## src/rtl/slice_tx_arbiter.sv

```systemverilog
// Slice-aware round-robin transmit arbiter: grants a queue only if its frame plus
// a guard fits in the time remaining in that queue's TDMA slice.
module slice_tx_arbiter #(
  parameter int unsigned DUR_WIDTH      = 25,
  parameter int unsigned GUARD_CYCLES   = 16,
  parameter int unsigned TIMEOUT_MARGIN = 1000
) (
  input  logic                   clk,
  input  logic                   rstn,
  input  logic [3:0]             slice_en,
  input  logic [4*DUR_WIDTH-1:0] slice_len,
  input  logic [3:0]             tx_req,
  input  logic [4*DUR_WIDTH-1:0] tx_dur,
  input  logic                   tx_done,
  output logic [3:0]             tx_grant,
  output logic                   tx_busy,
  output logic                   tx_abort,
  output logic                   slice_overrun,
  input  logic                   overrun_clr
);

  localparam int unsigned TW = DUR_WIDTH + 2;
  localparam logic [DUR_WIDTH:0] GUARD   = (DUR_WIDTH+1)'(GUARD_CYCLES);
  localparam logic [TW-1:0]      TMARGIN = TW'(TIMEOUT_MARGIN);

  typedef enum logic {IDLE, BUSY} state_e;

  state_e               state_q, state_d;
  logic [DUR_WIDTH-1:0] remain_q [4];
  logic [DUR_WIDTH-1:0] remain_d [4];
  logic [DUR_WIDTH-1:0] dur_a    [4];
  logic [3:0]           slice_en_q;
  logic [1:0]           rr_q, rr_d;
  logic [TW-1:0]        timer_q, timer_d;
  logic [3:0]           grant_q, grant_d;
  logic                 abort_q, abort_d;
  logic                 ovr_q, ovr_d;
  logic [3:0]           elig;
  logic                 pick_vld;
  logic [1:0]           pick;

  // Eligibility uses the previous-cycle enable, so the rising-edge cycle never qualifies.
  always_comb begin
    for (int unsigned i = 0; i < 4; i++) begin
      dur_a[i]    = tx_dur[i*DUR_WIDTH +: DUR_WIDTH];
      remain_d[i] = '0;
      if (slice_en[i] && !slice_en_q[i]) begin
        remain_d[i] = slice_len[i*DUR_WIDTH +: DUR_WIDTH];
      end else if (slice_en[i] && (remain_q[i] != '0)) begin
        remain_d[i] = remain_q[i] - DUR_WIDTH'(1);
      end
      elig[i] = slice_en[i] & slice_en_q[i] & tx_req[i] &
                ({1'b0, remain_q[i]} >= ({1'b0, dur_a[i]} + GUARD));
    end
  end

  always_comb begin
    pick_vld = 1'b0;
    pick     = '0;
    for (int unsigned o = 0; o < 4; o++) begin
      if (!pick_vld && elig[2'(rr_q + 2'(o))]) begin
        pick_vld = 1'b1;
        pick     = 2'(rr_q + 2'(o));
      end
    end
  end

  always_comb begin
    state_d = state_q;
    grant_d = grant_q;
    timer_d = timer_q;
    rr_d    = rr_q;
    abort_d = 1'b0;
    unique case (state_q)
      IDLE: begin
        if (pick_vld) begin
          state_d = BUSY;
          grant_d = 4'b0001 << pick;
          timer_d = {2'b00, dur_a[pick]} + TMARGIN;
          rr_d    = pick + 2'd1;
        end
      end
      BUSY: begin
        // tx_done outranks an expiring timer in the same cycle.
        if (tx_done) begin
          state_d = IDLE;
          grant_d = '0;
        end else if (timer_q == '0) begin
          state_d = IDLE;
          grant_d = '0;
          abort_d = 1'b1;
        end else begin
          timer_d = timer_q - TW'(1);
        end
      end
      default: state_d = IDLE;
    endcase
  end

  always_comb begin
    ovr_d = ovr_q;
    if (overrun_clr) ovr_d = 1'b0;
    if ((state_q == BUSY) && ((slice_en & grant_q) == '0)) ovr_d = 1'b1;
  end

  always_ff @(posedge clk or negedge rstn) begin
    if (!rstn) begin
      state_q    <= IDLE;
      remain_q   <= '{default: '0};
      slice_en_q <= '0;
      rr_q       <= '0;
      timer_q    <= '0;
      grant_q    <= '0;
      abort_q    <= 1'b0;
      ovr_q      <= 1'b0;
    end else begin
      state_q    <= state_d;
      remain_q   <= remain_d;
      slice_en_q <= slice_en;
      rr_q       <= rr_d;
      timer_q    <= timer_d;
      grant_q    <= grant_d;
      abort_q    <= abort_d;
      ovr_q      <= ovr_d;
    end
  end

  assign tx_grant      = grant_q;
  assign tx_busy       = (state_q == BUSY);
  assign tx_abort      = abort_q;
  assign slice_overrun = ovr_q;

endmodule

```

## config.mk

```make
export PLATFORM = sky130hd
export DESIGN_NAME = slice_tx_arbiter
export DESIGN_NICKNAME = d
export VERILOG_FILES = /design/src/rtl/slice_tx_arbiter.sv
export SDC_FILE = /design/constraint.sdc
export NUM_CORES = 1
export LEC_CHECK = 0
export CAP_MARGIN = 20
export CORE_MARGIN = 5
export CORE_UTILIZATION = 40
export DETAILED_ROUTE_END_ITERATION = 8
export GPL_TIMING_DRIVEN = 0
export RECOVER_POWER = 100
export SETUP_SLACK_MARGIN = 0.05
export SLEW_MARGIN = 10
export SYNTH_ARGS = -nofsm -noshare
export SYNTH_HDL_FRONTEND = slang
export SYNTH_SLANG_ARGS = --single-unit
```

## constraint.sdc

```tcl
create_clock -name clk -period 5.3 [get_ports clk]
set_input_delay 1.06 -clock clk [delete_from_list [all_inputs] [get_ports clk]]
set_output_delay 1.06 -clock clk [all_outputs]
set_load 0.005 [all_outputs]
```

Word-level counts from Yosys, hierarchy flattened --
Index checks and enable logic that the tools add are counted.
Cells by class: equality and inequality tests 4, shift-type cells 1, bitwise gates (word level) 15, add/sub/neg operators 14, reductions and logical operators 29, divide/modulo/power cells 0, mux-type cells 44, multiply operators 0, $lt $le $gt $ge 9
Operator list (count):
- 25-bit two-way mux | 10
- 25-bit by 5-bit adder with 26-bit output, second input constant | 4
- 25-bit by 26-bit >= comparator with 1-bit output | 4
- 25-bit nonzero test | 4
- 25-bit by 1-bit subtractor with 25-bit output, second input constant | 4
- 27-bit two-way mux | 3
- 27-bit case mux with 2 select lines | 1
- 25-bit binary-select mux with 2-bit select | 1
- 27-bit logical NOT | 1
- 27-bit by 1-bit subtractor with 27-bit output, second input constant | 1
- 25-bit by 10-bit adder with 26-bit output, second input constant | 1
- 1-bit two-way mux | 16
- 1-bit AND | 12
- 1-bit logical AND | 12
- 2-bit by 3-bit < comparator with 1-bit output, second input constant | 4
- 4-bit two-way mux | 3
- 1-bit binary-select mux with 2-bit select | 4
- 2-bit two-way mux | 4
- 4-bit case mux with 2 select lines | 1
- 1-bit logical NOT | 7
- 2-bit inequality test, second input constant | 3
- 2-bit by 1-bit adder with 2-bit output, second input constant | 2
- 2-bit adder, second input constant | 2
- 4-bit AND | 1
- other kinds (10) | 11
Storage, ports and cells: memory bits (read-only) 0, bits of input ports 212, output and inout port bits 7, bits in registers 140, memories 0, memory bits (writable) 0, latch bits 0

Longest topological paths before layout --
depth after elaboration 22, depth in mapped cells 26, gate-level depth less buffers 25

Worst setup path after synthesis --
Ideal clock, no wire load.
path type input port to flip-flop, start point input port tx_dur[56], end point register timer_q[11], data arrival time 5.430 ns, data required time 5.196 ns, cell stages on the path 24, library setup time 0.104 ns, slack -0.233 ns, path buffers 3, cells stage by stage buf_2 and3_1 clkbuf_1 nand3_1 nor2_1 nand4_1 xor2_1 ha_1 nand3_1 nor4_1 nor4bb_1 o21bai_1 nand2b_1 o21a_2 buf_6 mux2i_1 a22oi_1 ha_1 nand2b_1 o22ai_1 nor4b_4 nor2b_1 xnor2_1 a221oi_1
Between the ends: longest elaborated chain between the ends 22, elaborated cells on any way between the ends 34
Ends and longest elaborated chain:
- from (decl) | line 13 | input logic [4*DUR_WIDTH-1:0] tx_dur,
- 25-bit by 5-bit adder with 26-bit output | line 53 | ({1'b0, remain_q[i]} >= ({1'b0, dur_a[i]} + GUARD));
- 25-bit by 26-bit >= comparator with 1-bit output | line 53
- 1-bit AND | line 52 | elig[i] = slice_en[i] & slice_en_q[i] & tx_req[i] &
- 1-bit binary-select mux with 2-bit select | line 61 | if (!pick_vld && elig[2'(rr_q + 2'(o))]) begin
- 1-bit two-way mux (not written as such) | line 61
- 1-bit two-way mux | line 61
- 1-bit logical NOT | line 61
- 1-bit logical AND | line 61
- [... 5 more ...]
- 1-bit logical AND | line 61
- 2-bit two-way mux | line 61
- 2-bit inverter with 3-bit output (not written as such) | line 79 | timer_d = {2'b00, dur_a[pick]} + TMARGIN;
- 25-bit binary-select mux with 2-bit select | line 79
- 25-bit two-way mux (not written as such) (2 in series) | line 79
- 25-bit by 10-bit adder with 26-bit output | line 79
- 27-bit two-way mux | line 76 | if (pick_vld) begin
- 27-bit case mux with 2 select lines | line 74 | unique case (state_q)
- to (signal assigned) | line 121 | timer_q <= timer_d;
- to (decl) | line 34 | logic [TW-1:0] timer_q, timer_d;
Several ways; a longest one is shown, not always the timed one. The select of a mux whose other input is x is not followed. A chain may end at the register's enable or synchronous reset.

Worst setup path in the final report --
start point input port tx_dur[32], end point register timer_q[11]
The elaborated chain is that of the path after synthesis.

==> results.yml <==
outcome:
  run_status: "finished with violations"
  violations: "max-capacitance violations, max-slew violations, negative setup slack"
grt:
  grt_first_pass_wirelength_um: 68600
  antenna_found_initial: 1
  grt_usage_pct: 24.3
  grt_max_degree: 77
  grt_pass1_vias: 12700
  grt_remaining_overflow: 0
setup_path:
  path_class: "input port to flip-flop"
  critical_path.top_delay_family: "compound AO/OA/AOI/OAI gates"
  crit_slowest_cell: "nor4b_4"
  critPathMaxStageDelay_ps: 320
  cp_num_buf_inv: 4
  cp_max_fo: 5
  start_kind: "input port"
  worstPathArrival_ps: 5660
  cp.required_ps: 5630
  endpoint_kind: "flip-flop"
logic_synthesis:
  netlist_area_sq_um: 12600
  post-synth-top-area-fraction_pct: 27.9
  synthCells: 1504
  ys_seq_elements: 140
  synth.largest_area_cell: "dfrtp_1"
  synthesis.nets: 1834
  synth_edf_count: 0
  yosys-top-cells-area: "dfrtp_1, ha_1, xnor2_1"
  async_reset_ff_share_pct: 100
  yosysUniqueCellTypes: 83
  synthFlopType: "dfrtp_1"
  yosysWarnings: 0
  syn_avg_cell_area_sq_um: 8.36
  ys_seq_area_share_pct: 27.9
sta:
  drv_slew: 65
  clock_skew_ps: 15.7
  timing_hold_violations_final: 0
  rsz0062_at_grt: "true"
  max-slew-margin-rel_pct: -149
  timing.final.crit_share_pct: 101
  period_minus_slack_ps: 5330
  fin_hold_ws_ps: 501
  fmax_mhz: 188
  setup_slack_ps: -28.0
  setup_viol: 3
  tightest_slew_ps: 3740
route:
  drtAntennaViolNets: 0
  wl_per_cell_um: 19.7
  routed_wl_um: 44400
  drt_first_pass_iters: 7
  via_count: 12700
  vias_per_cell: 5.63
  drtIter0Drc: 765
  drc: 0
power:
  pwr-share-seq_pct: 36.1
  clockPowerShare_pct: 30.6
  p_int_mw: 2.59
  combinationalPowerShare_pct: 33.3
  p_per_area_nw_per_um2: 235
  power.switching_mw: 1.48
  p_sw_share_pct: 36.4
  leakage_nw: 7.33
  vdd_drop_max_uv: 222
placed_design:
  pre_cts_slack_ps: -1780
  io_buffers: 216
  dp.final_hpwl_um: 34300
  place_area_sq_um: 15400
  placed_cells: 2123
  gp_congestion: 0.918
floorplan:
  ioPinCount: 219
  dieArea_sq_um: 35100
  initial_core_util_pct: 40.2
  die_w_um: 187
  die_h_um: 187
  rows: 65
  core_sq_um: 31300
final_layout:
  final_area_sq_um: 17400
  fillCellCount: 2824
  final_util_pct: 55.4
  seqCellArea_sq_um: 3500
  antenna_cells: 0
  most-common-layout-cells: "nand2_1, dfrtp_1, clkdlybuf4s50_1"
  final_nets: 2164
  fin_cells: 2248
  multi_input_comb_area_sq_um: 9410
  synthToLayoutAreaGrowth_pct: 38.0
  final_common_cell: "nand2_1"
  drive_above_1_share_pct: 18.0
clocking:
  cts.sink_count: 140
  cts_tree: "built"
  root_buffer: "clkbuf_16"
  clkLatencyLatePin_ps: 440
  cts_buffers: 17
  holdBufCountCts: 0
  clk_pin_slew_ps: 70
  clockBufferDepth: 2
  cts-htree-levels: 4
hold_path:
  hp-class: "flip-flop to flip-flop"
run:
  cap_violations: 1
cells by family (layout without fill, tap and decap cells):
kind of cell	after synthesis	after routing	share of synthesized area (%)
flops	140	140	27.9
mux	46	46	3.70
compound gates	332	332	17.2
simple gates	606	606	24.2
xor+xnor	176	176	12.3
buf+inv	86	428	2.99
fa+ha+maj	118	118	11.7
cell usage after synthesis (10+ instances only):
cell and number:
clkbuf_1 32, or3_1 12, xnor2_1 100, nand2b_1 10, a21o_1 18, xor2_1 76
inv_1 36, dfrtp_1 140, mux2i_1 42, nor2_1 101, nand4_1 34, nand2_1 209
and4_1 12, nor4_1 23, a22oi_1 11, nor2b_1 13, o21ai_0 142, a211oi_1 15
nand3_1 66, nor3_1 57, and3_1 18, a21oi_1 58, ha_1 118
power groups by stage:
| stage | clock [mW] | combinational, mW | sequential, mW |
|---|---|---|---|
| after floorplan | 0 | 0.812 | 1.42 |
| after global placement | 0 | 1.22 | 1.48 |
| after detailed placement | 0 | 1.26 | 1.48 |
| after CTS | 1.27 | 1.29 | 1.46 |
| after global routing | 1.31 | 1.51 | 1.50 |
| final | 1.25 | 1.36 | 1.47 |
per-layer routing:
| layer | part of all wire (%) | track usage (%) | vias up |
|---|---|---|---|
| li1 | - | - | 6123 |
| met1 | 43 | 31.2 | 6098 |
| met2 | 49 | 41.6 | 362 |
| met3 | 5.4 | 4.52 | 73 |
| met4 | 2.6 | 7.51 | 2 |
| met5 | 0.029 | 0 | - |
state kept, by name (all words and copies together), names as in the netlist:
name,count
tx_grant,4
timer_q,27
remain_q,100
slice_en_q,4
rr_q,2
tx_abort,1
tx_busy,1
slice_overrun,1
final timing paths:
check / slack [ps] / cells past startpoint / to / startpoint
max in group asynchronous: 1250 / 1 / remain_q[70] / rstn
hold reg to reg: 500 / 1 / tx_abort / timer_q[26]
setup reg to reg: 930 / 15 / timer_q[13] / timer_q[0]
min in group asynchronous: 1900 / 1 / remain_q[98] / rstn
hold / removal: 500 / 1 / tx_abort / timer_q[26]
setup / recovery: -30 / 27 / timer_q[11] / tx_dur[32]
repair_timing:
item | CTS | global route
gates resized for setup | 271 | 150
setup buffers | 46 | 48
endpoints found under the setup margin | 32 | 28
pin swaps | 48 | 86
cloned | 1 | 1
stage by stage:
step	total power [mW]	TNS, ps
floorplan	2.23	0
finish	4.07	-45.1
CTS	4.02	0
global route	4.32	-2350
detailed placement	2.74	-38850
global placement	2.70	-446900
area by class of cell:
| class | instances | area share [%] |
|---|---|---|
| tap | 402 | 2.90 |
| inverter | 39 | 0.915 |
| buffer | 47 | 1.54 |
| clock inverter | 13 | 0.822 |
| sequential | 140 | 20.2 |
| multi-input combinational | 1278 | 54.2 |
| timing repair buffer | 311 | 17.0 |
| clock buffer | 18 | 2.47 |
Power figures use the tool's default switching activity.
